`config.mk`:
```
export PLATFORM = sky130hd
export DESIGN_NAME = vending_return_controller
export DESIGN_NICKNAME = d
export VERILOG_FILES = /design/src/rtl/vending_return_controller.sv
export SDC_FILE = /design/constraint.sdc
export NUM_CORES = 1
export LEC_CHECK = 0
export ABC_CLOCK_PERIOD_IN_PS = 3760
export CORE_MARGIN = 4
export CORE_UTILIZATION = 48
export CTS_CLUSTER_DIAMETER = 80
export DETAILED_ROUTE_END_ITERATION = 10
export PLACE_DENSITY = 0.77
export SYNTH_ARGS = -nofsm -noshare
export SYNTH_HDL_FRONTEND = slang
export SYNTH_SLANG_ARGS = --single-unit
```
`constraint.sdc`:
```
create_clock -name clk -period 3.76 [get_ports clk]
set_input_delay 0.94 -clock clk [delete_from_list [all_inputs] [get_ports clk]]
set_output_delay 0.94 -clock clk [all_outputs]
set_load 0.005 [all_outputs]
```
`src/rtl/vending_return_controller.sv`:
```
// vending_return_controller: inactivity timer and largest-first coin return sequencer.
module vending_return_controller #(
  parameter int WAIT_CYCLES = 10,
  parameter int kTotalBits  = 31,
  parameter int COIN_VAL0   = 100,
  parameter int COIN_VAL1   = 500,
  parameter int COIN_VAL2   = 1000,
  parameter int kNumItems   = 4
) (
  input  logic                  clk,
  input  logic                  reset,
  input  logic [2:0]            i_input_coin,
  input  logic [kNumItems-1:0]  i_output_item,
  input  logic                  i_trigger_return,
  input  logic [kTotalBits-1:0] current_total,
  output logic [31:0]           wait_time,
  output logic [2:0]            o_return_coin,
  output logic                  o_busy,
  output logic                  o_return_done
);
  localparam logic [31:0] WAIT = 32'(WAIT_CYCLES);
  localparam logic [kTotalBits-1:0] V0 = kTotalBits'(COIN_VAL0);
  localparam logic [kTotalBits-1:0] V1 = kTotalBits'(COIN_VAL1);
  localparam logic [kTotalBits-1:0] V2 = kTotalBits'(COIN_VAL2);
  typedef enum logic [1:0] {S_ACTIVE, S_SETTLE, S_RETURN} state_t;
  state_t state_q, state_d;
  logic [31:0] wait_q, wait_d;
  logic [kTotalBits-1:0] rem_q, rem_d, coin_val;
  logic done_q, done_d, activity, rem_low;
  assign activity = |i_input_coin || |i_output_item;
  assign rem_low = rem_q < V0;
  always_ff @(posedge clk) begin
    if (reset) begin
      state_q <= S_ACTIVE;
      wait_q  <= WAIT;
      rem_q   <= '0;
      done_q  <= 1'b0;
    end else begin
      state_q <= state_d;
      wait_q  <= wait_d;
      rem_q   <= rem_d;
      done_q  <= done_d;
    end
  end
  always_comb begin
    state_d = state_q;
    unique case (state_q)
      S_ACTIVE: state_d = (i_trigger_return || (wait_q == '0 && current_total != '0)) ? S_SETTLE : S_ACTIVE;
      S_SETTLE: state_d = S_RETURN;
      S_RETURN: state_d = rem_low ? S_ACTIVE : S_RETURN;
      default:  state_d = S_ACTIVE;
    endcase
  end
  // A zero timer always reloads: either we leave for SETTLE or the machine is empty.
  always_comb begin
    wait_d = wait_q;
    rem_d  = rem_q;
    done_d = 1'b0;
    if (state_q == S_ACTIVE)
      wait_d = (activity || wait_q == '0) ? WAIT : (current_total == '0) ? wait_q : wait_q - 32'd1;
    if (state_q == S_SETTLE)
      rem_d = current_total;
    if (state_q == S_RETURN) begin
      rem_d  = rem_q - coin_val;
      wait_d = rem_low ? WAIT : wait_q;
      done_d = rem_low;
    end
  end
  always_comb begin
    o_return_coin = (state_q != S_RETURN) ? 3'b000 :
                    (rem_q >= V2) ? 3'b100 : (rem_q >= V1) ? 3'b010 : (rem_q >= V0) ? 3'b001 : 3'b000;
    coin_val      = o_return_coin[2] ? V2 : o_return_coin[1] ? V1 : o_return_coin[0] ? V0 : '0;
    wait_time     = (state_q == S_ACTIVE) ? wait_q : 32'd0;
    o_busy        = state_q != S_ACTIVE;
    o_return_done = done_q;
  end
endmodule
```
* Word-level counts from Yosys, hierarchy flattened
Cells that the tools add are included.
** Storage, ports and cells
- Input port bits :: 41
- Word-level logic and storage cells :: 49
- Bits in registers :: 66
- Output and inout port bits :: 37
** Operators by class
- Bitwise gates (word level) :: 1
- Add/subtract/negate cells :: 2
- Mux-type cells :: 18
- Equal/unequal tests :: 5
- Reductions and logical operators :: 15
- $lt $le $gt $ge :: 4
** Operators by type and width (number)
- 2-to-1 mux 32 bit :: 6
- 2-to-1 mux 31 bit :: 2
- zero test 32 bit :: 1
- subtractor 32 x 1 -> 32 bit, second input constant :: 1
- >= comparator 31 x 10 -> 1 bit, second input constant :: 1
- >= comparator 31 x 7 -> 1 bit, second input constant :: 1
- >= comparator 31 x 9 -> 1 bit, second input constant :: 1
- zero test 31 bit :: 1
- less-than comparator 31 x 7 -> 1 bit, second input constant :: 1
- nonzero test 31 bit :: 1
- subtractor 31 bit :: 1
- 2-to-1 mux 10 bit :: 1
- 2-to-1 mux 9 bit :: 1
- 2-to-1 mux 7 bit :: 1
- 2-to-1 mux 3 bit :: 2
- one-hot mux 2 bit (3 select lines) :: 1
- nonzero test 2 bit :: 3
- 2-to-1 mux 2 bit :: 2
- inequality test 2 bit, second input constant :: 2
- OR reduction 4 bit :: 1
- logical OR 1 bit :: 3
- inequality test 3 x 2 -> 1 bit, second input constant :: 1
- AND reduction 3 bit :: 1
- OR reduction 3 bit :: 1
- other kinds (7) :: 8

* Logic depth before layout (Yosys ltp)
- Word-level depth :: 10
- Gate-level depth with buffers :: 16
- Gate-level depth less buffers :: 14

* Least setup slack after synthesis
OpenSTA, ideal clock, no wires.
- Path type :: flip-flop to flip-flop
- From :: reg state_q[0]
- To :: reg rem_q[24]
- Data required time :: 3636 ps
- Period minus slack after synthesis :: 3655 ps
- Setup slack :: 105 ps
- Path buffers :: 1
- Library setup time :: 124 ps
- Cell stages (with the launch flop) :: 14
- Arrival time :: 3531 ps
- Path through :: dfxtp_1 -> inv_1 -> ha_1 -> clkinv_1 -> clkbuf_1 -> nor2_1 -> inv_1 -> ha_1 -> or4_1 -> or4b_2 -> a31oi_1 -> a31oi_1 -> a221oi_1 -> nor2_1
** Between the ends
- Elaborated cells between the ends (all ways) :: 10
- Classes of those cells :: 1 x add/sub; 3 x eq/ne; 5 x mux; 1 x reduce/logical
** RTL lines
- start: declaration :: line 26 : state_t state_q, state_d;
- start signal: assignment :: line 39 : state_q <= state_d;
- inequality test 2 bit :: line 70 : o_return_coin = (state_q != S_RETURN) ? 3'b000 :
- 2-to-1 mux 3 bit :: line 70
- via o_return_coin[2] :: line 17 : output logic [2:0] o_return_coin,
- 2-to-1 mux 10 bit :: line 72 : coin_val = o_return_coin[2] ? V2 : o_return_coin[1] ? V1 : o_return_coin[0] ? V0 : '0;
- subtractor 31 bit :: line 64 : rem_d = rem_q - coin_val;
- 2-to-1 mux 31 bit :: line 63 : if (state_q == S_RETURN) begin
- end signal: assignment :: line 41 : rem_q <= rem_d;
- end: declaration :: line 28 : logic [kTotalBits-1:0] rem_q, rem_d, coin_val;
The timed path passes the listed nets, and every way through them passes these cells.
A chain may end at the register's enable or synchronous reset.

* Final worst setup path
- From :: reg rem_q[28]
- To :: reg rem_q[13]
** Between the ends
- Longest elaborated chain between the ends :: 10
- Elaborated cells between the ends (all ways) :: 12
- Classes of those cells :: 1 x add/sub; 3 x order compare; 8 x mux
** RTL lines
- >= comparator 31 x 7 -> 1 bit :: line 71 : (rem_q >= V2) ? 3'b100 : (rem_q >= V1) ? 3'b010 : (rem_q >= V0) ? 3'b001 : 3'b000;
- 2-to-1 mux 1 bit :: line 71
- 2-to-1 mux 2 bit :: line 71
- 2-to-1 mux 3 bit (*) :: line 71
- 2-to-1 mux 3 bit (*) :: line 70
- 2-to-1 mux 7 bit :: line 72
- 2-to-1 mux 9 bit :: line 72
- 2-to-1 mux 10 bit (*) :: line 72
- subtractor 31 bit (*) :: line 64
- 2-to-1 mux 31 bit (*) :: line 63
Mark *: on every way between the ends. The rest lies on a longest branch, timed or not.

==> run summary <==
STA classifies the critical path startpoint as a flop. The global placer's final weighted congestion is 0.971. The worst setup path is captured at a flop. The number of rows created at floorplan came out at 33. The most used flip-flop cell after synthesis is dfxtp_1. By area the synthesized netlist is led by dfxtp_1, and2_1, nor2_1, or4_1, ha_1. Counting flops with a built-in enable in the synthesized netlist gives 0.

The largest total area in the synthesized netlist belongs to dfxtp_1. The total global routing overflow is 0. The synthesized area came out at 4200 um2. The half-perimeter wire length after detailed placement came out at 9500 um.

The die covers 10300 um2. Data on the critical path arrives at its endpoint at 3.90 ns. After clock tree synthesis, the clock-pin slew on the worst setup and hold paths is 0.07 ns. The run finished with clean final reports. The total power density per cell area is 409 nW/um2. The synthesized instance count is 533. The minimum setup slack after placement is -0.0112 ns.

The share of the yosys chip area belonging to registers came out at 0.305. The number of buffers on the longest clock path is 2. The count of pins on the block boundary is 78. The number of diodes is 0. The horizontal die dimension is 102 um. The relative slew slack came out at 0.416. The commonest cells after synthesis are dfxtp_1, nor2_1, a21oi_1. The leakage power total came out at 1.90 nW. The y dimension of the die is 102 um. The area share of the largest cell type after synthesis is 0.305. The number of antenna violations at the first check in global routing was 0. By instance count, the leading cell after synthesis is dfxtp_1. The final design utilization is 0.659.

Total power for the finished layout comes to 2.26 mW. The number of detailed-route iterations in the first pass is 6. Port buffering added 77 buffers. The maximum cell stage delay along the critical path came out at 0.51 ns. TritonCTS built the clock tree. For this block, the routed nets add up to 13500 um of wire.

The core outline area is 8380 um2. The number of global-route vias before repair came out at 4527. Relative to the synthesized area, the layout overhead comes to 31.6%.

In this run the clock root is driven by a clkbuf_8. The share of post-route cells with drive strength above 1 is 0.128. The worst setup slack after layout is 0.108 ns.

The slew at the pin closest to its max-slew limit is 0.873 ns. The share of flip-flops with an asynchronous set or reset came out at 0. For this run, the post-layout net count is 678. The pin count of the biggest net entering global routing is 41. The total setup violations reported at the end of the flow is 0. The largest clock skew in the final design is 0.00755 ns.

The overall via count from detail_route is 4700. The later pin in the worst-skew pair is clocked with a latency of 0.34 ns. The final number of max-transition violations came out at 0.

Across the run, the number of max-cap violations was 0. The shortest period the worst path allows is 3.65 ns. The total number of H-tree levels is 3. The path category of the worst min-delay check is flop to flop. The number of warnings issued by yosys came out at 0. In this run, synthesis produced a sequential element count of 64.

The cell with the largest stage delay on the worst path is or4_1. Across the VDD grid, the largest voltage drop is 0.000211 V. The first global-routing pass estimated 21600 um of wire.

The data required time of the worst path is 4.01 ns. For this run, design rule violations remaining after detail routing come to 0. The count of nets left with antenna violations once routing finished came out at 0.

The worst-path maximum fanout came out at 6. The final cell count without fillers is 732. Using the TritonRoute via totals, the vias-per-cell ratio works out to 6.42.

The post-synthesis average cell area is 7.88 um2. The number of hold buffers added after CTS was 0. The detailed router finished its first iteration with 349 violations. The total clock sinks came out at 64. Walking the worst path, the cells encountered are nor4_2 -> buf_4 -> nand3_2 -> buf_4 -> nor3_4 -> o21a_1 -> nor2_2 -> inv_1 -> ha_4 -> o21a_1 -> o31a_1 -> o31a_1 -> o311a_4 -> or4_1 -> a31oi_1.

The starting utilization of the core area came out at 0.501. The period utilization is 0.971. The number of placed cells counting well taps came out at 712. The hold violation count in the final report was 0. The maximum achievable frequency is 0.274 GHz.

The post-detailed-route wirelength per cell came out at 18.4 um. Counting the buffers created by CTS gives 9. The critical path class is flop to flop. The distinct cell type count after synthesis came out at 58.

The net count of the mapped netlist came out at 588. The total routing resource utilization after global routing came out at 0.258.
[per-stage QoR]
step | hold WS, ns | TNS, ns | instance area [um2]
2_1_floorplan | 0.451 | 0 | 4200
4_1_cts | 0.491 | 0 | 5380
3_3_place_gp | 0.474 | 0 | 5180
6_report | 0.488 | 0 | 5530
3_5_place_dp | 0.480 | -0.0205 | 5180
5_1_grt | 0.528 | -0.166 | 5530
[worst max-delay path, delay by kind of cell, from the launching register on]
family          cells  cell delay, ns
compound gates      6            1.41
simple gates        5            1.16
buf+inv             3            0.44
flops               1            0.34
fa+ha+maj           1            0.22
[flip-flops by register name, summed over array words and instances, names as in the netlist]
signal / count
state_q: 2
o_return_done: 1
wait_q: 32
rem_q: 29
[logic make-up (layout without fill, tap and decap cells)]
group | after synthesis | after routing | synth area share
AOI/OAI and AO/OA | 161 | 161 | 0.266
xor gates and xnor gates | 6 | 6 | 0.0125
adders and majority gates | 14 | 14 | 0.0435
buffers and inverters | 47 | 141 | 0.0426
DFF | 64 | 64 | 0.305
muxes | 7 | 7 | 0.0170
and+or+nand+nor | 234 | 234 | 0.313
[layout make-up]
class                      instances  area, um2
clock buffer                      11        141
clock inverter                     4       45.0
fill                             715       2860
inverter                          18       67.6
multi-input combinational        422       2850
sequential                        64       1290
tap                              105        131
timing repair buffer             108       1000
[cell usage in the layout (no fill, tap or decap), types with 21 or more instances in the layout]
master / synthesis / layout
a21oi_1: 31 / 31
and2_1: 30 / 30
buf_4: 0 / 31
clkdlybuf4s50_1: 0 / 77
dfxtp_1: 64 / 59
nand2_1: 30 / 30
nor2_1: 46 / 45
o21ai_0: 24 / 24
or4_1: 23 / 21
[metal layers]
layer / wire, um / GRT usage / up-vias
met5: 0 / 0 / -
met4: 408 / 0.0961 / 0
met3: 869 / 0.0482 / 37
met2: 6470 / 0.427 / 192
met1: 5710 / 0.334 / 2253
li1: - / - / 2218
[path summary, 6_finish.rpt]
check,start,end,slack (ns),cells past startpoint
setup reg to reg,rem_q[28]$_SDFFE_PP0P_,rem_q[13]$_SDFFE_PP0P_,0.11,15
hold / removal,wait_q[9]$_SDFFE_PP0P_,wait_q[9]$_SDFFE_PP0P_,0.49,2
setup / recovery,rem_q[28]$_SDFFE_PP0P_,rem_q[13]$_SDFFE_PP0P_,0.11,15
hold reg to reg,wait_q[9]$_SDFFE_PP0P_,wait_q[9]$_SDFFE_PP0P_,0.49,2
[repair_timing]
action / CTS / global route
endpoints found under the setup margin: 4 / 16
setup buffers: 0 / 5
pin swaps: 0 / 10
gates cloned: 0 / 0
gates resized for setup: 2 / 27
[power breakdown]
group	total, mW	internal (mW)	switching [mW]
logic	0.899	0.394	0.505
clock network	0.579	0.318	0.261
registers	0.779	0.723	0.0560
total	2.26	1.44	0.823
(Power assumes the default switching activity.)
